[src/rtl/lc4_div_sched_if.sv]
`default_nettype none
// ==========================================================================
// lc4_div_sched_if : request/grant, flush and response bundle for the divider
// Revision         : 1.0
// ==========================================================================
interface lc4_div_sched_if #(
  parameter int WIDTH = 16
);
  logic             i_flush;
  logic             i_a_req;
  logic             i_a_is_mod;
  logic [WIDTH-1:0] i_a_dividend;
  logic [WIDTH-1:0] i_a_divisor;
  logic             o_a_gnt;
  logic             i_b_req;
  logic             i_b_is_mod;
  logic [WIDTH-1:0] i_b_dividend;
  logic [WIDTH-1:0] i_b_divisor;
  logic             o_b_gnt;
  logic             o_rsp_valid;
  logic             o_rsp_id;
  logic [WIDTH-1:0] o_rsp_result;
  logic             i_rsp_ready;
  logic             o_busy;

  modport slave (
    input  i_flush, i_a_req, i_a_is_mod, i_a_dividend, i_a_divisor,
    input  i_b_req, i_b_is_mod, i_b_dividend, i_b_divisor, i_rsp_ready,
    output o_a_gnt, o_b_gnt, o_rsp_valid, o_rsp_id, o_rsp_result, o_busy
  );

  modport master (
    output i_flush, i_a_req, i_a_is_mod, i_a_dividend, i_a_divisor,
    output i_b_req, i_b_is_mod, i_b_dividend, i_b_divisor, i_rsp_ready,
    input  o_a_gnt, o_b_gnt, o_rsp_valid, o_rsp_id, o_rsp_result, o_busy
  );
endinterface
`default_nettype wire

[src/rtl/lc4_div_sched.sv]
`default_nettype none
// ==========================================================================
// lc4_div_sched : shared restoring divider (DIV/MOD) arbitrated between pipes
// Revision      : 1.0
// ==========================================================================
module lc4_div_sched #(
  parameter int WIDTH      = 16,
  parameter bit FIXED_PRIO = 1'b0
) (
  input wire              clk,
  input wire              rst,
  lc4_div_sched_if.slave  bus
);
  localparam int                CNT_W    = $clog2(WIDTH);
  localparam logic [CNT_W-1:0]  CNT_LAST = CNT_W'(WIDTH - 1);

  typedef enum logic [1:0] {IDLE = 2'd0, RUN = 2'd1, DONE = 2'd2} state_t;

  state_t           state_q, state_d;
  logic [WIDTH-1:0] quo_q, quo_d;
  logic [WIDTH-1:0] rem_q, rem_d;
  logic [WIDTH-1:0] dvs_q, dvs_d;
  logic [CNT_W-1:0] cnt_q, cnt_d;
  logic             is_mod_q, is_mod_d;
  logic             id_q, id_d;
  logic             last_b_q, last_b_d;

  logic             win_a, win_b, gnt_a, gnt_b, accept;
  logic [WIDTH-1:0] sel_dvd, sel_dvs;
  logic             sel_mod;
  logic [WIDTH:0]   shift_r;
  logic [WIDTH-1:0] diff;
  logic             step_ge;

  always_comb begin
    win_a = 1'b0;
    win_b = 1'b0;
    if (bus.i_a_req && bus.i_b_req) begin
      // last_b_q resets high so pipe A takes the first tie
      if (FIXED_PRIO || last_b_q) win_a = 1'b1;
      else                        win_b = 1'b1;
    end else begin
      win_a = bus.i_a_req;
      win_b = bus.i_b_req;
    end
  end

  assign gnt_a  = (state_q == IDLE) && win_a && !bus.i_flush && !rst;
  assign gnt_b  = (state_q == IDLE) && win_b && !bus.i_flush && !rst;
  assign accept = gnt_a || gnt_b;

  assign sel_dvd = gnt_b ? bus.i_b_dividend : bus.i_a_dividend;
  assign sel_dvs = gnt_b ? bus.i_b_divisor  : bus.i_a_divisor;
  assign sel_mod = gnt_b ? bus.i_b_is_mod   : bus.i_a_is_mod;

  // Partial remainder grows one bit, so the trial compare needs WIDTH+1 bits
  assign shift_r = {rem_q, quo_q[WIDTH-1]};
  assign step_ge = shift_r >= {1'b0, dvs_q};
  assign diff    = shift_r[WIDTH-1:0] - dvs_q;

  always_comb begin
    state_d  = state_q;
    quo_d    = quo_q;
    rem_d    = rem_q;
    dvs_d    = dvs_q;
    cnt_d    = cnt_q;
    is_mod_d = is_mod_q;
    id_d     = id_q;
    last_b_d = last_b_q;
    case (state_q)
      IDLE: begin
        if (accept) begin
          last_b_d = gnt_b;
          id_d     = gnt_b;
          is_mod_d = sel_mod;
          dvs_d    = sel_dvs;
          rem_d    = '0;
          cnt_d    = '0;
          if (sel_dvs == '0) begin
            quo_d   = '0;
            state_d = DONE;
          end else begin
            quo_d   = sel_dvd;
            state_d = RUN;
          end
        end
      end
      RUN: begin
        rem_d = step_ge ? diff : shift_r[WIDTH-1:0];
        quo_d = {quo_q[WIDTH-2:0], step_ge};
        cnt_d = cnt_q + CNT_W'(1);
        if (cnt_q == CNT_LAST) state_d = DONE;
      end
      DONE: begin
        if (bus.i_rsp_ready) state_d = IDLE;
      end
      default: state_d = IDLE;
    endcase
    if (bus.i_flush) state_d = IDLE;
  end

  always_ff @(posedge clk) begin
    if (rst) begin
      state_q  <= IDLE;
      quo_q    <= '0;
      rem_q    <= '0;
      dvs_q    <= '0;
      cnt_q    <= '0;
      is_mod_q <= 1'b0;
      id_q     <= 1'b0;
      last_b_q <= 1'b1;
    end else begin
      state_q  <= state_d;
      quo_q    <= quo_d;
      rem_q    <= rem_d;
      dvs_q    <= dvs_d;
      cnt_q    <= cnt_d;
      is_mod_q <= is_mod_d;
      id_q     <= id_d;
      last_b_q <= last_b_d;
    end
  end

  assign bus.o_a_gnt      = gnt_a;
  assign bus.o_b_gnt      = gnt_b;
  assign bus.o_busy       = (state_q != IDLE);
  assign bus.o_rsp_valid  = (state_q == DONE);
  assign bus.o_rsp_id     = id_q;
  assign bus.o_rsp_result = (state_q == DONE) ? (is_mod_q ? rem_q : quo_q) : '0;
endmodule
`default_nettype wire
[src/flat_wrapper.sv]
// flat-port wrapper written by rule: the top's interface ports become plain ports
module lc4_div_sched_flat 
#(
  parameter int WIDTH      = 16,
  parameter bit FIXED_PRIO = 1'b0
)
  (clk, rst, bus_i_flush, bus_i_a_req, bus_i_a_is_mod, bus_i_a_dividend, bus_i_a_divisor, bus_i_b_req, bus_i_b_is_mod, bus_i_b_dividend, bus_i_b_divisor, bus_i_rsp_ready, bus_o_a_gnt, bus_o_b_gnt, bus_o_rsp_valid, bus_o_rsp_id, bus_o_rsp_result, bus_o_busy);
  lc4_div_sched_if #(.WIDTH(WIDTH)) bus_i ();
  input wire clk;
  input wire rst;
  input wire logic [$bits(bus_i.i_flush)-1:0] bus_i_flush;
  input wire logic [$bits(bus_i.i_a_req)-1:0] bus_i_a_req;
  input wire logic [$bits(bus_i.i_a_is_mod)-1:0] bus_i_a_is_mod;
  input wire logic [$bits(bus_i.i_a_dividend)-1:0] bus_i_a_dividend;
  input wire logic [$bits(bus_i.i_a_divisor)-1:0] bus_i_a_divisor;
  input wire logic [$bits(bus_i.i_b_req)-1:0] bus_i_b_req;
  input wire logic [$bits(bus_i.i_b_is_mod)-1:0] bus_i_b_is_mod;
  input wire logic [$bits(bus_i.i_b_dividend)-1:0] bus_i_b_dividend;
  input wire logic [$bits(bus_i.i_b_divisor)-1:0] bus_i_b_divisor;
  input wire logic [$bits(bus_i.i_rsp_ready)-1:0] bus_i_rsp_ready;
  output wire logic [$bits(bus_i.o_a_gnt)-1:0] bus_o_a_gnt;
  output wire logic [$bits(bus_i.o_b_gnt)-1:0] bus_o_b_gnt;
  output wire logic [$bits(bus_i.o_rsp_valid)-1:0] bus_o_rsp_valid;
  output wire logic [$bits(bus_i.o_rsp_id)-1:0] bus_o_rsp_id;
  output wire logic [$bits(bus_i.o_rsp_result)-1:0] bus_o_rsp_result;
  output wire logic [$bits(bus_i.o_busy)-1:0] bus_o_busy;
  assign bus_i.i_flush = bus_i_flush;
  assign bus_i.i_a_req = bus_i_a_req;
  assign bus_i.i_a_is_mod = bus_i_a_is_mod;
  assign bus_i.i_a_dividend = bus_i_a_dividend;
  assign bus_i.i_a_divisor = bus_i_a_divisor;
  assign bus_i.i_b_req = bus_i_b_req;
  assign bus_i.i_b_is_mod = bus_i_b_is_mod;
  assign bus_i.i_b_dividend = bus_i_b_dividend;
  assign bus_i.i_b_divisor = bus_i_b_divisor;
  assign bus_i.i_rsp_ready = bus_i_rsp_ready;
  assign bus_o_a_gnt = bus_i.o_a_gnt;
  assign bus_o_b_gnt = bus_i.o_b_gnt;
  assign bus_o_rsp_valid = bus_i.o_rsp_valid;
  assign bus_o_rsp_id = bus_i.o_rsp_id;
  assign bus_o_rsp_result = bus_i.o_rsp_result;
  assign bus_o_busy = bus_i.o_busy;
  lc4_div_sched #(.WIDTH(WIDTH), .FIXED_PRIO(FIXED_PRIO)) u_core (.clk(clk), .rst(rst), .bus(bus_i));
endmodule
[config.mk]
export PLATFORM = sky130hd
export DESIGN_NAME = lc4_div_sched_flat
export DESIGN_NICKNAME = d
export VERILOG_FILES = /design/src/rtl/lc4_div_sched_if.sv /design/src/rtl/lc4_div_sched.sv /design/src/flat_wrapper.sv
export SDC_FILE = /design/constraint.sdc
export NUM_CORES = 1
export LEC_CHECK = 0
export CELL_PAD_IN_SITES_DETAIL_PLACEMENT = 1
export CELL_PAD_IN_SITES_GLOBAL_PLACEMENT = 2
export CORE_AREA = 5 5 109 131
export DETAILED_ROUTE_END_ITERATION = 10
export DIE_AREA = 0 0 114 136
export PLACE_DENSITY = 0.84
export SETUP_SLACK_MARGIN = 0.5
export SLEW_MARGIN = 30
export SYNTH_ARGS = -nofsm -noshare
export SYNTH_HDL_FRONTEND = slang
export SYNTH_SLANG_ARGS = --single-unit
[constraint.sdc]
create_clock -name clk -period 5.1 [get_ports clk]
set_clock_uncertainty 0.15 [all_clocks]
set_input_delay 1.02 -clock clk [delete_from_list [all_inputs] [get_ports clk]]
set_output_delay 1.02 -clock clk [all_outputs]
set_load 0.02 [all_outputs]
# Word level (Yosys, flattened, before mapping)
# Index checks and enable logic that the tools add are counted.
# op_classes
eq_ne	6
n_shift	0
n_bitwise	0
magnitude_cmp	1
mux	22
div	0
n_mul	0
addsub	2
reduce_logical	18
# op_table
operator	count
two-way mux 16 bit	8
case mux 16 bit (2 select lines)	2
greater-or-equal comparator 17 x 16 -> 1 bit	1
logical NOT 16 bit	1
subtractor 16 bit	1
two-way mux 2 bit	4
case mux 4 bit (2 select lines)	1
logical AND 1 bit	7
case mux 2 bit (3 select lines)	1
two-way mux 1 bit	5
adder 4 x 1 -> 4 bit, second input constant	1
== test 4 bit, second input constant	1
two-way mux 4 bit	1
inequality test 2 x 1 -> 1 bit, second input constant	2
AND reduction 2 bit	2
nonzero test 2 bit	2
AND reduction 3 bit	1
== test 2 x 1 -> 1 bit, second input constant	1
== test 2 bit, second input constant	1
logical NOT 1 bit	2
logical NOT 2 bit	1
inequality test 2 bit, second input constant	1
OR reduction 2 bit	1
logical OR 1 bit	1
# word_totals
latchBits	0
reg_bits	57
mem_bits_rw	0
input_bits	72
mem_count	0
elab_cells	57
output_inout_bits	21
romBits	0

# Depth between registers and ports, before layout
# depth
depth_word	10
ltp_mapped	12
ltp_nobuf	11

# Worst setup path before layout
# Ideal clock, no wire load.
# synth_path
path_type	input-to-output
start	input rst
end	output bus_o_b_gnt
required_ns	3.930
stages	6
setup_slack_ns	1.646
arrival_time_ns	2.284
path_buffers	3
path_cell_list	clkbuf_1 -> nor4_4 -> nand3_4 -> inv_2 -> clkbuf_1 -> clkbuf_1
# synth_between
elab_chain_len	2
# synth_rtl
element	line_no	text
start: declaration	flat_wrapper.sv:10	input wire rst;
logical NOT 1 bit	lc4_div_sched.sv:49	assign gnt_b = (state_q == IDLE) && win_b && !bus.i_flush && !rst;
logical AND 1 bit	lc4_div_sched.sv:49	
end: declaration	flat_wrapper.sv:22	output wire logic [$bits(bus_i.o_b_gnt)-1:0] bus_o_b_gnt;
# No other way between the ends.

# Final worst setup path
# layout_path
start	input bus_i_flush
end	output bus_o_a_gnt
# layout_between
elab_chain_len	3
# layout_rtl
element	line_no	text
start: declaration	flat_wrapper.sv:11	input wire logic [$bits(bus_i.i_flush)-1:0] bus_i_flush;
logical NOT 1 bit	lc4_div_sched.sv:48	assign gnt_a = (state_q == IDLE) && win_a && !bus.i_flush && !rst;
logical AND 1 bit (2 in series)	lc4_div_sched.sv:48	
end: declaration	flat_wrapper.sv:21	output wire logic [$bits(bus_i.o_a_gnt)-1:0] bus_o_a_gnt;
# No other way between the ends.

==> out/summary.txt <==
largest net degree at the start of global routing: 52
unrepaired setup endpoints after global routing: no
kind of critical path: input port to output port
Synth Area in Compound Gates: 21.7%
power density cells: 419 mW/mm^2
WL/cell: 17.0 um
Mapped Cells: 495
WP data arrival: 3.04 ns
Die Y: 136 um
leak pwr: 1.89 nW
top cell type's share of synthesized area: 30.4%
CTS tree: done
Final Net Count: 664
cell with the most instances after synthesis: nand2_1
status: complete, no violations
HPWL after DPL: 9.95 mm
largest family of logic cells by synthesized area: simple AND/OR/NAND/NOR gates
post-CTS setup buffers: 0
EDFF count, synth: 0
routed vias: 3855
H-tree lvl count: 3
starting density of the core: 29.0%
Clk pin slew, worst setup/hold paths: 0.05 ns
worst skew pair latency: 0.33 ns
Hold Path Origin: u_core.dvs_q[9]$_SDFFE_PP0P_
Critical Path End Type: output port
Min-Delay Path Depth: 2
Detailed Route Iter0 Violations: 111
Critical Path, Cell by Cell: clkdlybuf4s50_1, nor4_4, nand3_1, clkinv_1, clkdlybuf4s50_1
Layout area overhead: 36.3%
gr ovfl total: 0
initial antenna violation count: 0
Syn Area/Cell: 7.59 sq um
Worst Path Required: 3.93 ns
CTS root buffer: clkbuf_16
top cells by area, synth: dfxtp_1 (30%), nand2_1 (9.0%), mux2i_1 (8.0%), nor2_1 (6.5%), ha_1 (5.7%)
final WL: 12.7 mm
port buffer count: 92
worst slew pin tran: 0.762 ns
worst-path maximum fanout: 18
Async SR Flop Fraction: 0%
capture point of the worst reg-to-reg path: u_core.rem_q[0]$_SDFFE_PP0P_
max-cap violations: 0
n_diodes: 0
post_cts resized: 0
clk sinks: 57
TNS Setup: 0 ns
reg2reg setup slack: 2.09 ns
post-synthesis mux area share: 8.59%
post-synth top area cell: dfxtp_1
Slew Limit Fails: 0
Synth top cells by count: nand2_1 (90), nor2_1 (65), dfxtp_1 (57)
Core ar.: 0.0129 sq mm
DR vias/cell: 5.16
gr usage total: 16.7%
Worst Setup Start Kind: input port
gpl congestion: 0.801
DRC viols: 0
Synthesized Nets: 585
vias in the first global route: 4144
max incr delay on CP: 0.68 ns
FF-to-FF path depth: 10
slew margin rel.: 49.2%
Final Hold Fails: 0
Worst path most repeated cell: clkdlybuf4s50_1
VDD IR max: 0.264 mV
Rows: 46
worst r2r src: u_core.dvs_q[12]$_SDFFE_PP0P_
Final period util: 82.5%
Seq cells post-synth: 57
Chip Width: 114 um
drt pass-1 iters: 4
slowest cell on the critical path: clkdlybuf4s50_1
Adder-Cell Fraction of Synth Area: 6.19%
Max Fclk: 0.238 GHz
final setup fails: 0
Simple-Gate Fraction of Synth Area: 24.5%
area of the mapped netlist: 0.00376 sq mm
post-synth cell types: 54
DRT antenna net count: 0
Seq/Total Area, Yosys: 30.4%
instance count on the critical path: 5
yosys warns: 0
XOR/XNOR Fraction of Synth Area: 2.80%
number of CTS-inserted buffers: 9
hold buffers post-CTS: 0
post-layout min period: 4.21 ns
Main synth FF type: dfxtp_1
Worst Hold End: u_core.dvs_q[9]$_SDFFE_PP0P_
IO Pins: 93
PnR worst setup slack: 0.892 ns
share of cells above drive strength 1: 7.08%
Die ar.: 0.0155 sq mm
family with the most delay on the worst path: buffers and inverters
worst slack, placed: 0.880 ns
Clock Path Buffers: 2
CP bufs+invs: 3
worst min-delay path class: register to register
first-pass GRT wire length: 20.6 mm
[power breakdown]
group / total, W / switching, W / internal [W] / leakage (nW)
Combinational: 0.000973 / 0.000515 / 0.000458 / 1.27
Clock: 0.000635 / 0.000218 / 0.000417 / 0.151
Sequential: 0.000539 / 0.0000501 / 0.000489 / 0.464
[layout by cell type (no fill, tap or decap), types with 2 or more instances in the layout]
cell,synthesis,layout
a221oi_1,16,16
a21oi_1,21,21
a21o_1,7,7
a31oi_1,2,2
ha_1,17,17
nand3b_1,2,2
or3_1,3,3
nor4_1,9,9
buf_4,1,6
nand3_1,7,7
clkdlybuf4s50_1,0,92
o21ai_1,2,2
nor3_1,3,3
o21a_1,2,2
nor2_1,65,65
clkinvlp_4,0,2
and3_1,3,3
nand2b_1,5,5
nand4_1,3,3
clkbuf_16,0,9
nand2_1,90,90
o21bai_1,2,2
a311oi_1,17,17
xor2_1,4,4
mux2i_1,30,30
nor2b_1,5,5
clkbuf_8,0,3
and2_0,2,2
dfxtp_1,57,56
o211ai_1,2,2
xnor2_1,8,8
or2_2,2,2
o21ai_0,26,26
mux2_2,2,2
a21oi_2,10,10
a211o_1,2,2
inv_1,22,22
[worst max path at each step]
stage                      from           to  slack, ns
global placement    bus_i_flush  bus_o_a_gnt       0.94
finish              bus_i_flush  bus_o_a_gnt       0.89
CTS                 bus_i_flush  bus_o_a_gnt       0.88
floorplan                   rst  bus_o_b_gnt       1.65
global route        bus_i_flush  bus_o_a_gnt       0.77
detailed placement  bus_i_flush  bus_o_a_gnt       0.88
[stage by stage]
| step | total power [W] | hold slack, ns | util (%) | cell area [sq um] | cells |
|---|---|---|---|---|---|
| after floorplan | 0.00128 | 0.300 | - | 3760 | 495 |
| after global placement | 0.00151 | 0.320 | 37.1 | 4800 | 731 |
| after detailed placement | 0.00153 | 0.336 | 37.1 | 4800 | 731 |
| final | 0.00215 | 0.337 | 39.6 | 5120 | 747 |
| after global routing | 0.00229 | 0.363 | 39.6 | 5120 | 747 |
| after CTS | 0.00217 | 0.346 | 39.5 | 5120 | 747 |
[per-layer routing]
metal  track usage [%]  wire, um  vias up
li1                  -         -     1905
met4              6.20       255        0
met5                 0         0        -
met3              2.85       321       18
met1              18.5      5190     1877
met2              31.5      6900       55
[logic make-up (layout without fill, tap and decap cells)]
family | after synthesis | in the layout
AO/OA/AOI/OAI | 117 | 117
AND/OR/NAND/NOR | 205 | 205
multiplexers | 32 | 32
adder cells (fa/ha/maj) | 18 | 18
XOR/XNOR | 12 | 12
flip-flops | 57 | 57
buffers and inverters | 54 | 138
[area by class of cell]
| class | count | area, sq um |
|---|---|---|
| fill | 1591 | 7830 |
| clock inverter | 4 | 50.0 |
| multi-input combinational | 384 | 2400 |
| tap | 168 | 210 |
| sequential | 57 | 1140 |
| clock buffer | 12 | 267 |
| inverter | 24 | 90.1 |
| timing repair buffer | 98 | 966 |
[sequential cells by signal (all words and copies together) (netlist names)]
register	flops
u_core.bus.o_rsp_id	1
u_core.is_mod_q	1
u_core.cnt_q	4
u_core.rem_q	16
u_core.dvs_q	16
u_core.quo_q	16
u_core.last_b_q	1
u_core.state_q	2
[worst reg2reg max path, delay by kind of cell (launching register included)]
| family | cells | cell delay, ns |
|---|---|---|
| muxes | 1 | 0.47 |
| AOI/OAI and AO/OA | 4 | 0.74 |
| and+or+nand+nor | 3 | 0.83 |
| buffers and inverters | 1 | 0.07 |
| DFF | 1 | 0.33 |
| adders and majority gates | 1 | 0.35 |
Note: power is estimated with default switching activity, not from simulation.
==> edit 1, RTL diff (same settings) <==
`FIXED_PRIO` is set to 1'b0 in 2 places; all go to 1'b1.
--- a/src/rtl/lc4_div_sched.sv
+++ b/src/rtl/lc4_div_sched.sv
@@ -5,7 +5,7 @@
 // ==========================================================================
 module lc4_div_sched #(
   parameter int WIDTH      = 16,
-  parameter bit FIXED_PRIO = 1'b0
+  parameter bit FIXED_PRIO = 1'b1
 ) (
   input wire              clk,
   input wire              rst,
--- a/src/flat_wrapper.sv
+++ b/src/flat_wrapper.sv
@@ -2,7 +2,7 @@
 module lc4_div_sched_flat 
 #(
   parameter int WIDTH      = 16,
-  parameter bit FIXED_PRIO = 1'b0
+  parameter bit FIXED_PRIO = 1'b1
 )
   (clk, rst, bus_i_flush, bus_i_a_req, bus_i_a_is_mod, bus_i_a_dividend, bus_i_a_divisor, bus_i_b_req, bus_i_b_is_mod, bus_i_b_dividend, bus_i_b_divisor, bus_i_rsp_ready, bus_o_a_gnt, bus_o_b_gnt, bus_o_rsp_valid, bus_o_rsp_id, bus_o_rsp_result, bus_o_busy);
   lc4_div_sched_if #(.WIDTH(WIDTH)) bus_i ();
Behaviour: not the same (Yosys sat finds a counterexample within 4 cycles, from zero or initial values and one cycle with rst high).
==> edit 1 against the original RTL <==
  * Final area up 1.6%
  * Worst setup slack improved by 0.26 ns
  * Area after synthesis up 6.4%
  * Utilization rose by 0.63 points
  * Via count up 2.5%
  * Register-to-register slack better by 0.02 ns
  * Non-clock buffer count is 1 higher
  * Count of clock-buffer cells in the layout is 6 lower
  * Die area unchanged
  * Sequential cell count shrank 1
  * Routed wire length increased by 2.3%
  * First-iteration DRC count up 22%
  * Critical path type unchanged
Power is not compared: it rests on default switching activity, and its combinational part moved more than twofold at a synthesized area within 25%.
==> edit 1: results (changes against the original RTL) <==
* Worst Hold End: u_core.bus.o_rsp_id$_SDFFE_PP0P_
* Worst-Skew Late Latency at 0.30 ns (-0.03 ns)
* First-pass GRT wire length at 21300 um (+3.6%)
* Post-Synth XOR/XNOR Area at 1.53% (-1.3 points)
* Largest net degree at the start of global routing at 45 (-13%)
* DR WL met2 at 6730 um (-2.5%)
* Synth async-reset ratio at 0% (unchanged)
* Met1 GRT Util at 19.4% (+0.89 points)
* Launch point of the worst hold path: u_core.bus.o_rsp_id$_SDFFE_PP0P_
* Gp weighted congestion at 0.834 (+4.1%)
* Routed via count at 3950 (+2.5%)
* Gates resized, CTS repair at 0 (unchanged)
* Pre-antenna DRT Iters at 6 (+2)
* H-tree lvl count at 2 (-1)
* Status: finished clean
* Adder-Cell Fraction of Synth Area at 5.82% (-0.37 points)
* Routing usage on met2 at 31.7% (+0.16 points)
* Placed Instance Area at 5040 um2 (+4.8%)
* Syn Nets at 587 (+0.34%)
* Area contributors post-synth: dfxtp_1 28%, mux2i_1 13%, ha_1 5.3%
* Mean Syn Cell Area at 8.05 um2 (+6.0%)
* Final #Nets at 659 (-0.75%)
* Worst R2R Setup Slack at 2.11 ns (+0.02 ns)
* Layout Cells excl Fill at 738 (-1.2%)
* Mux contribution to synthesized area at 12.5% (+3.9 points)
* Post-Route WL at 13000 um (+2.3%)
* Worst min path class: reg2reg
* Worst hold margin at 0.327 ns (-0.00918 ns)
* Worst r2r dst: u_core.rem_q[7]$_SDFFE_PP0P_
* CP max FO at 5 (-13)
* Vias in the first global route at 4330 (+4.5%)
* Worst slew pin tran at 0.951 ns (+0.189 ns)
* Port Buffers at 92 (unchanged)
* Share of cells above drive strength 1 at 5.09% (-2.0 points)
* Clock slew seen by the registers of the worst setup and hold paths at 0.07 ns (+0.02 ns)
* Met3 Usage GRT at 2.54% (-0.31 points)
* Wire length on met1 at 5520 um (+6.2%)
* Worst r2r src: u_core.dvs_q[4]$_SDFFE_PP0P_
* Synth cell types at 59 (+9.3%)
* Met3 wire length at 353 um (+10%)
* CTS buffer count at 5 (-4)
* R2R cell count at 8 (-2)
* Synth Area in Compound Gates at 25.5% (+3.8 points)
* Starting DRT DRC Count at 135 (+22%)
* Post-synth top cells: 56 x dfxtp_1, 50 x mux2i_1, 49 x nor2_1, 31 x nand2_1, 31 x o21ai_0
* Seq/Total Area, Yosys at 28.0% (-2.3 points)
* Pre-CTS WS at 1.15 ns (+0.267 ns)
* Global Route Usage Sum at 17.0% (+0.32 points)
* Placed Cells at 730 (-0.14%)
* Post-DP HPWL at 10200 um (+2.1%)
edit 1: changes by cell type after synthesis, sizes merged, moves of 9 or more:
| cell | before | now |
|---|---|---|
| a211oi | 0 | 18 |
| o211ai | 2 | 11 |
| nor2 | 65 | 49 |
| mux2i | 30 | 50 |
| a22oi | 1 | 16 |
| a21oi | 31 | 18 |
| nor3 | 3 | 14 |
| a221oi | 16 | 2 |
| nor2b | 5 | 20 |
| a311oi | 17 | 1 |
| nand2 | 90 | 32 |
edit 1: cells by family (layout without fill, tap and decap cells):
group,after synthesis,in the layout
AO/OA/AOI/OAI,144,144
adder cells (fa/ha/maj),18,18
AND/OR/NAND/NOR,165,165
multiplexers,50,50
buffers and inverters,57,130
XOR/XNOR,7,7
flip-flops,56,56
edit 1: worst max-delay path, cell delays in order:
cell	delay, ns
clkdlybuf4s50_1	0.52
nor4_2	0.39
nand3b_1	0.15
inv_1	0.09
clkdlybuf4s50_1	0.61
edit 1: cell type report:
cell class	instances	area, um2
fill	1577	7750
multi-input combinational	384	2650
sequential	56	1120
timing repair buffer	99	973
tap	168	210
clock buffer	6	129
inverter	23	86.3
clock inverter	2	38.8
edit 1: worst max-delay path by stage:
stage	from	to	slack (ns)	cells past startpoint
global placement	bus_i_flush	bus_o_b_gnt	1.21	5
finish	bus_i_flush	bus_o_b_gnt	1.15	5
detailed placement	bus_i_flush	bus_o_b_gnt	1.15	5
global route	bus_i_flush	bus_o_b_gnt	1.06	5
floorplan	rst	bus_o_b_gnt	1.89	6
CTS	bus_i_flush	bus_o_b_gnt	1.14	5
edit 1: power breakdown:
group          total (mW)  internal (mW)  switching [mW]  leakage [nW]
combinational       0.352          0.160           0.192          1.49
clock               0.404          0.234           0.170        0.0815
sequential          0.473          0.455          0.0181         0.456
total                1.23          0.850           0.380          2.03
==> edit 2, RTL diff (same settings) <==
Made on the original files. Re-encode `state_t` (3 states) as one-hot, 3 bits wide.
--- a/src/rtl/lc4_div_sched.sv
+++ b/src/rtl/lc4_div_sched.sv
@@ -14,7 +14,7 @@
   localparam int                CNT_W    = $clog2(WIDTH);
   localparam logic [CNT_W-1:0]  CNT_LAST = CNT_W'(WIDTH - 1);
 
-  typedef enum logic [1:0] {IDLE = 2'd0, RUN = 2'd1, DONE = 2'd2} state_t;
+  typedef enum logic [2:0] {IDLE = 3'b001, RUN = 3'b010, DONE = 3'b100} state_t;
 
   state_t           state_q, state_d;
   logic [WIDTH-1:0] quo_q, quo_d;
Function: same outputs for any inputs over 10 cycles, from zero or initial values and one cycle with rst high; not proved beyond that.
==> edit 2 against the original RTL <==
  * Synthesized cell count increased by 4.0%
  * Non-clock buffer count decreased by 1
  * Global-route usage is 1.2 points higher
  * Count of clock-buffer cells in the layout up 2
  * Sequential cell count up 1
  * Worst setup slack improved by 0.093 ns
  * Routed wire length grew 7.0%
  * Area after synthesis rose by 8.0%
  * Via count rose by 7.1%
  * Final area up 5.4%
  * Register-to-register slack got worse by 0.03 ns
Power is not compared: it rests on default switching activity, and its combinational part moved more than twofold at a synthesized area within 25%.
==> edit 2: results (changes against the original RTL) <==
* Share of cells above drive strength 1 at 4.87% (-2.2 points)
* Area contributors post-synth: dfxtp_1 29%, mux2i_1 12%, nor2_1 7.3%
* Worst r2r src: u_core.quo_q[15]$_SDFFE_PP0P_
* Post-Synth XOR/XNOR Area at 1.73% (-1.1 points)
* Worst min path class: reg2reg
* Crit-path slowest cell: clkdlybuf4s50_1
* First-pass GRT wire length at 22400 um (+9.0%)
* Pre-antenna DRT Iters at 4 (unchanged)
* Synth Area in Compound Gates at 24.1% (+2.4 points)
* H-tree lvl count at 3 (unchanged)
* CP Launch Point: rst
* Gp weighted congestion at 0.896 (+12%)
* Crit path arrival time at 2.94 ns (-0.10 ns)
* Synth cell types at 50 (-7.4%)
* Post-synth top cells: 79 x nor2_1, 58 x dfxtp_1, 49 x mux2i_1, 39 x nand2_1, 33 x a21oi_1
* Seq/Total Area, Yosys at 28.6% (-1.7 points)
* Placed Cells at 748 (+2.3%)
* Global Route Usage Sum at 18.0% (+1.2 points)
* Post-DP HPWL at 10800 um (+8.7%)
* Status: finished clean
* Met1 GRT Util at 20.5% (+2.0 points)
* Worst hold margin at 0.350 ns (+0.0137 ns)
* Routed len/inst at 17.7 um (+4.7%)
* Mux contribution to synthesized area at 12.1% (+3.5 points)
* Adder-Cell Fraction of Synth Area at 5.74% (-0.46 points)
* DR WL met2 at 7490 um (+8.5%)
* CP max FO at 4 (-14)
* Worst r2r dst: u_core.rem_q[14]$_SDFFE_PP0P_
* Mean Syn Cell Area at 7.88 um2 (+3.8%)
* Met3 wire length at 257 um (-20%)
* Final period utilization at 80.7% (-1.8 points)
* Routing usage on met2 at 34.5% (+3.0 points)
* Met3 Usage GRT at 2.67% (-0.18 points)
* Largest net degree at the start of global routing at 41 (-21%)
* Pre-CTS WS at 0.956 ns (+0.0757 ns)
* Worst slew pin tran at 0.838 ns (+0.0762 ns)
* Routed via count at 4128 (+7.1%)
* Placed Instance Area at 5100 um2 (+6.1%)
* Worst R2R Setup Slack at 2.06 ns (-0.03 ns)
* Wire length on met1 at 5680 um (+9.4%)
* Starting DRT DRC Count at 144 (+30%)
* Via density at 5.40 (+4.7%)
* Syn Nets at 605 (+3.4%)
* CTS buffer count at 9 (unchanged)
* Cell family with most CP delay: buffers and inverters
* R2R cell count at 9 (-1)
* Worst Hold End: u_core.cnt_q[1]$_SDFFE_PP0P_
* Launch point of the worst hold path: u_core.cnt_q[1]$_SDFFE_PP0P_
* Final #Nets at 681 (+2.6%)
-- edit 2: cell count changes after synthesis, sizes merged, moves of 15 or more --
cell	before	now
a311oi	17	1
o211ai	2	28
a221oi	16	1
nand2	90	39
a211oi	0	21
mux2i	30	49
-- edit 2: logic make-up after synthesis --
logic type	after synthesis
DFF	58
buffers and inverters	57
AOI/OAI and AO/OA	141
and+or+nand+nor	184
adders and majority gates	18
xor gates and xnor gates	8
muxes	49
-- edit 2: cell type report --
type / instances / area (um2)
Clock buffer: 14 / 264
Clock inverter: 2 / 35.0
Fill cell: 1547 / 7550
Inverter: 25 / 93.8
Multi-Input combinational cell: 400 / 2680
Sequential cell: 58 / 1160
Tap cell: 168 / 210
Timing Repair Buffer: 97 / 958
-- edit 2: report_power, final --
| group | internal (mW) | switching [mW] | total (mW) |
|---|---|---|---|
| Combinational | 0.162 | 0.201 | 0.363 |
| Clock | 0.404 | 0.203 | 0.607 |
| Sequential | 0.474 | 0.0201 | 0.494 |
